===== src/rtl/button_debounce_bank.sv =====
// N_BTN-channel pushbutton front end: 2-FF synchroniser, counter debouncer and one-cycle press/release pulses.
// Define BTN_REPEAT_EN to build per-channel auto-repeat; otherwise btn_repeat is tied to 0.
module button_debounce_bank #(
  parameter int N_BTN           = 4,
  parameter int DEBOUNCE_CYCLES = 16,
  parameter int HOLD_CYCLES     = 64,
  parameter int REPEAT_CYCLES   = 16
) (
  input  logic             clk,
  input  logic             reset,
  input  logic [N_BTN-1:0] btn_in,
  output logic [N_BTN-1:0] btn_level,
  output logic [N_BTN-1:0] btn_press,
  output logic [N_BTN-1:0] btn_release,
  output logic [N_BTN-1:0] btn_repeat,
  output logic             any_press
);

  localparam int CW = $clog2(DEBOUNCE_CYCLES + 1);
  localparam logic [CW-1:0] CNT_LAST = CW'(DEBOUNCE_CYCLES - 1);

  logic [N_BTN-1:0] press_d;

  for (genvar i = 0; i < N_BTN; i++) begin : g_chan
    logic          sync1;
    logic          sync2;
    logic [CW-1:0] cnt;
    logic          level_q;
    logic          press_q;
    logic          release_q;
    logic          accept;

    // A new level is accepted on the edge where the counter has already seen it DEBOUNCE_CYCLES-1 times.
    assign accept     = (sync2 != level_q) && (cnt == CNT_LAST);
    assign press_d[i] = accept && sync2;

    always_ff @(posedge clk or posedge reset) begin
      if (reset) begin
        sync1     <= 1'b0;
        sync2     <= 1'b0;
        cnt       <= '0;
        level_q   <= 1'b0;
        press_q   <= 1'b0;
        release_q <= 1'b0;
      end else begin
        sync1     <= btn_in[i];
        sync2     <= sync1;
        press_q   <= accept && sync2;
        release_q <= accept && !sync2;
        if (sync2 == level_q) begin
          cnt <= '0;
        end else if (accept) begin
          cnt     <= '0;
          level_q <= sync2;
        end else begin
          cnt <= cnt + CW'(1);
        end
      end
    end

    assign btn_level[i]   = level_q;
    assign btn_press[i]   = press_q;
    assign btn_release[i] = release_q;

`ifdef BTN_REPEAT_EN
    localparam int HMAX = (HOLD_CYCLES > REPEAT_CYCLES) ? HOLD_CYCLES : REPEAT_CYCLES;
    localparam int HW   = $clog2(HMAX + 1);
    localparam logic [HW-1:0] HOLD_LAST = HW'(HOLD_CYCLES - 1);
    localparam logic [HW-1:0] REP_LAST  = HW'(REPEAT_CYCLES - 1);

    logic [HW-1:0] hold;
    logic          rep_phase;
    logic          rep_q;
    logic          fire;

    // hold counts cycles since the press pulse (first period) or since the last repeat pulse.
    // A release being accepted this edge suppresses the pulse so repeat never overlaps release.
    assign fire = level_q && !accept && (rep_phase ? (hold == REP_LAST) : (hold == HOLD_LAST));

    always_ff @(posedge clk or posedge reset) begin
      if (reset) begin
        hold      <= '0;
        rep_phase <= 1'b0;
        rep_q     <= 1'b0;
      end else if (!level_q) begin
        hold      <= '0;
        rep_phase <= 1'b0;
        rep_q     <= 1'b0;
      end else if (fire) begin
        hold      <= '0;
        rep_phase <= 1'b1;
        rep_q     <= 1'b1;
      end else begin
        hold  <= hold + HW'(1);
        rep_q <= 1'b0;
      end
    end

    assign btn_repeat[i] = rep_q;
`else
    assign btn_repeat[i] = 1'b0;
`endif
  end

  always_ff @(posedge clk or posedge reset) begin
    if (reset) begin
      any_press <= 1'b0;
    end else begin
      any_press <= |press_d;
    end
  end

endmodule


===== config.mk =====
export PLATFORM = sky130hd
export DESIGN_NAME = button_debounce_bank
export DESIGN_NICKNAME = d
export VERILOG_FILES = /design/src/rtl/button_debounce_bank.sv
export SDC_FILE = /design/constraint.sdc
export NUM_CORES = 1
export LEC_CHECK = 0
export CORE_MARGIN = 2
export CORE_UTILIZATION = 45
export DETAILED_ROUTE_END_ITERATION = 12
export DONT_BUFFER_PORTS = 1
export PLACE_DENSITY_LB_ADDON = 0.25
export SLEW_MARGIN = 15
export SYNTH_ARGS = -nofsm -noshare
export SYNTH_HDL_FRONTEND = slang
export SYNTH_SLANG_ARGS = --single-unit
export TNS_END_PERCENT = 20

===== constraint.sdc =====
create_clock -name clk -period 1.62 [get_ports clk]
set_input_delay 0.162 -clock clk [delete_from_list [all_inputs] [get_ports clk]]
set_output_delay 0.162 -clock clk [all_outputs]
set_load 0.03 [all_outputs]

# == Yosys cells after proc, flatten, opt, wreduce, memory -nomap -nowiden ==
# Index checks and enable logic that the tools add are counted.
# totals
ff_bits,41
output_inout_bits,17
# classes
bitwise_logic,4
eq_ne,12
n_addsub,4
muxes,8
reduce_logical,21
# op_table
operator,count
2-to-1 mux 5 bit,8
adder 5 x 1 -> 5 bit (second input constant),4
== test 5 x 4 -> 1 bit (second input constant),4
logical AND 1 bit,12
AND reduction 2 bit,4
== test 1 bit,4
logical NOT 1 bit,4
!= test 1 bit,4
inverter 1 bit,4
OR reduction 4 bit,1

# == Logic depth before layout (Yosys ltp) ==
# depth
ltp_word,4
mapped_depth,4
ltp_nobuf,4

# == Worst setup path before layout ==
# No wires, ideal clock.
# synth_timing
path_type,register to register
startpoint,reg g_chan[2].cnt[0]
endpoint,reg any_press
path_slack_ps,181
path_buffers,0
arrival_time_ps,1300
stages_incl_launch_ff,5
required_ps,1481
setup_time_ps,139
cell_sequence,dfrtp_1 > ha_1 > nand4b_4 > nor3b_2 > or4_1
# synth_between
elab_chain_len,4
# synth_lines
item,line,rtl
start: declaration,27,logic [CW-1:0] cnt;
start signal: assignment,56,cnt <= cnt + CW'(1);
== test 5 x 4 -> 1 bit,34,assign accept = (sync2 != level_q) && (cnt == CNT_LAST);
logical AND 1 bit,34,
logical AND 1 bit,35,assign press_d[i] = accept && sync2;
net press_d[2],22,logic [N_BTN-1:0] press_d;
OR reduction 4 bit,109,any_press <= |press_d;
end signal: assignment,109,
end: declaration,16,output logic any_press
# The timed path passes the listed nets, and every way through them passes these cells.
# A chain may end at the register's enable or synchronous reset.

# == Final worst setup path ==
# Same ends and word-level chain as after synthesis.

==> results.sh <==
export IMPL_cts_max_path_buffers=2
export IMPL_dr_total_vias=846
export IMPL_internal_power_uw=1594
export IMPL_synthDominantAreaCellType="sky130_fd_sc_hd__dfrtp_1"
export IMPL_power_ir_vdd_worst_mv=0.6553
export IMPL_share_seq_of_total_power_pct=54.0
export IMPL_synth_xor_xnor_area_share_pct=6.344
export IMPL_critical_path_arrival_ns=1.67
export IMPL_synth_sequential_area_ratio_pct=61.93
export IMPL_finalSetupViolations=0
export IMPL_yosys_area_share_simple_pct=16.77
export IMPL_core_region_area_mm2=0.003606
export IMPL_grt_pass1_wl_um=3850
export IMPL_grt_setup_unrepaired="no"
export IMPL_comb_power_share_pct=4.6
export IMPL_firstDrtPassIters=4
export IMPL_tritoncts_clock_tree="built"
export IMPL_cts_buffers_inserted=5
export IMPL_postSynthRegisterBits=41
export IMPL_routabilityCongestion=0.7424
export IMPL_synth_compound_area_share_pct=1.511
export IMPL_dieHeight_um=64.68
export IMPL_netSwitchingPower_uw=414.4
export IMPL_power_uw=2009
export IMPL_layout_core_utilization_pct=50.56
export IMPL_placement_setup_worst_slack_ns=0.1070
export IMPL_start_util_pct=45.94
export IMPL_final_hold_viol_count=0
export IMPL_maxClockFrequency_mhz=661.9
export IMPL_total_negative_slack_ns=0
export IMPL_first_global_vias=902
export IMPL_power_per_cell_area_mw_per_mm2=1102
export IMPL_route_detailed_wl_per_inst_um=12.08
export IMPL_final_net_count=139
export IMPL_antenna_violating_nets_post_route=0
export IMPL_yosysWarnings=0
export IMPL_synthDistinctLibCells=19
export IMPL_antenna_cells=0
export IMPL_syn_cell_area_mm2=0.001657
export IMPL_drive_gt1_share_pct=19.23
export IMPL_cp_end_kind="flop"
export IMPL_synth_area_leaders="sky130_fd_sc_hd__dfrtp_1 (62%), sky130_fd_sc_hd__buf_4 (7.3%), sky130_fd_sc_hd__xor2_1 (6.3%), sky130_fd_sc_hd__ha_1 (3.0%), sky130_fd_sc_hd__mux2_2 (2.7%)"
export IMPL_viasPerCell=4.753
export IMPL_dp_hpwl_um=1573
export IMPL_worst_setup_path_start_kind="flop"
export IMPL_postRouteWirelength_um=2151
export IMPL_flow_area_growth_from_synthesis_pct=10.05
export IMPL_htree_num_levels=2
export IMPL_synth_area_per_cell_um2=13.36
export IMPL_synth_top_family_by_area="simple AND/OR/NAND/NOR gates"
export IMPL_synth_top_flop_cell="sky130_fd_sc_hd__dfrtp_1"
export IMPL_layout_min_cycle_time_ns=1.511
export IMPL_detail_route_iter0_violations=32
export IMPL_maxCapViolations=0
export IMPL_finalCritPeriodShare_pct=93.26
export IMPL_post_cts_setup_buffer_count=0
export IMPL_hold_path_class="reg2reg"
export IMPL_dieArea_mm2=0.004183
export IMPL_cellLeakagePower_uw=0.001006
export IMPL_syn_instance_count=124
export IMPL_result_of_the_run="complete, no violations"
export IMPL_power_switching_share_pct=20.63
export IMPL_finalClockSkew_ns=0.005627
export IMPL_path_class="reg2reg"
export IMPL_timing_max_transition_violations_final=0
export IMPL_synth_edff_count=0
export IMPL_pin_count=23
export IMPL_timing_critical_path_required_ns=1.78
export IMPL_row_count=22
export IMPL_post_route_drc_count=0
export IMPL_clock_power_share_pct=41.3
export IMPL_clkSinkCount=41
export IMPL_critical_path_max_fanout=5
export IMPL_floorplan_die_width_um=64.68
export IMPL_buffers_added_on_ports=0
export IMPL_synth_most_common_cell="sky130_fd_sc_hd__dfrtp_1"
export IMPL_pin_count_of_the_biggest_net_entering_global_routing=42
export IMPL_ys_async_rst_share_pct=100.0
export IMPL_root_buffer="sky130_fd_sc_hd__clkbuf_8"
export IMPL_cts_reportedPaths_clkPinSlew_ns=0.08
export IMPL_synth_mux_area_fraction_pct=2.719
export IMPL_setup_ws_ns=0.1092
export IMPL_post_synth_most_frequent_cells="sky130_fd_sc_hd__dfrtp_1 (41), sky130_fd_sc_hd__buf_4 (16), sky130_fd_sc_hd__xor2_1 (12), sky130_fd_sc_hd__nand2_1 (8), sky130_fd_sc_hd__nor2_1 (8)"
export IMPL_gr_usage_all_layers_pct=12.32
export IMPL_initial_antenna_violation_count=0
export IMPL_synth_fa_ha_area_share_pct=3.021
export IMPL_clk_latency_ns=0.28
export IMPL_synthDominantCellAreaShare_pct=61.93
export IMPL_grt_overflow=0
-- power groups by stage --
| stage | combinational [µW] | clock [µW] | sequential, µW |
|---|---|---|---|
| 2_1_floorplan | 78.3 | 0 | 1100 |
| 3_3_place_gp | 83.6 | 0 | 1100 |
| 3_5_place_dp | 86.4 | 0 | 1110 |
| 4_1_cts | 96.2 | 869 | 1090 |
| 5_1_grt | 107 | 914 | 1090 |
| 6_report | 93.2 | 830 | 1090 |
-- flip-flops by register name, summed over array words and instances, names as in the netlist --
| register | cells |
|---|---|
| g_chan.release_q | 4 |
| g_chan.press_q | 4 |
| g_chan.level_q | 4 |
| any_press | 1 |
| g_chan.sync1 | 4 |
| g_chan.sync2 | 4 |
| g_chan.cnt | 20 |
-- path summary, 6_finish.rpt --
kind,slack (ns),start,endpoint,cells past startpoint
setup / recovery,0.11,g_chan[2].cnt[0]$_DFF_PP0_,any_press$_DFF_PP0_,4
min in group asynchronous,0.44,reset,g_chan[3].sync2$_DFF_PP0_,3
max in group asynchronous,0.83,reset,g_chan[1].cnt[1]$_DFF_PP0_,3
setup reg to reg,0.11,g_chan[2].cnt[0]$_DFF_PP0_,any_press$_DFF_PP0_,4
hold reg to reg,0.35,g_chan[3].sync1$_DFF_PP0_,g_chan[3].sync2$_DFF_PP0_,0
hold / removal,0.35,g_chan[3].sync1$_DFF_PP0_,g_chan[3].sync2$_DFF_PP0_,0
-- cells by family (layout without fill, tap and decap cells) --
| kind of cell | count (synthesis) | after routing |
|---|---|---|
| AOI/OAI and AO/OA | 4 | 4 |
| xor gates and xnor gates | 12 | 12 |
| adders and majority gates | 4 | 4 |
| buffers and inverters | 17 | 20 |
| DFF | 41 | 41 |
| muxes | 4 | 4 |
| other | 1 | 4 |
| and+or+nand+nor | 41 | 41 |
-- worst max-delay path, stage by stage, from the launching register on --
cell	delay [ns]
sky130_fd_sc_hd__dfrtp_1	0.40
sky130_fd_sc_hd__ha_1	0.27
sky130_fd_sc_hd__nand4b_4	0.14
sky130_fd_sc_hd__nor3b_2	0.06
sky130_fd_sc_hd__or4_1	0.52
-- metal layers --
layer	routed length (µm)	track usage, %
met5	0	0
met4	23	3.989
met3	107	5.556
met2	1100	20.44
met1	919	14.24
-- area by class of cell --
class	count	area (µm²)
repair buffers	11	95.09
clock buffers	6	82.58
flip-flops and latches	41	1026
inverters	1	3.754
multi-input cells	69	518.0
clock inverters	2	37.54
fillers	315	1783
well taps	48	60.06
-- through the flow --
stage                     instance area (µm²)  cells  hold WS (ns)
after floorplan                          1668    127        0.1934
after global placement                   1653    165        0.1935
after detailed placement                 1653    165        0.1935
after CTS                                1823    178        0.3499
after global routing                     1823    178        0.3683
final                                    1823    178        0.3455
-- layout by cell type (no fill, tap or decap), drive strengths merged --
cell,netlist,final
a31oi,4,4
and2,5,5
and3,3,3
buf,16,6
bufinv,0,1
clkbuf,0,6
clkinvlp,0,1
conb,1,4
dfrtp,41,41
dlygate4sd3,0,5
ha,4,4
inv,1,1
mux2,4,4
nand2,8,8
nand3,4,4
nand4b,4,4
nor2,8,8
nor3b,8,8
or4,1,1
xor2,12,12
-- what timing repair did --
item	CTS	global route
hold buffers	5	0
hold endpoints to repair	45	0
gates resized for setup	0	0
No activity file was read; power rests on OpenSTA's default activity.
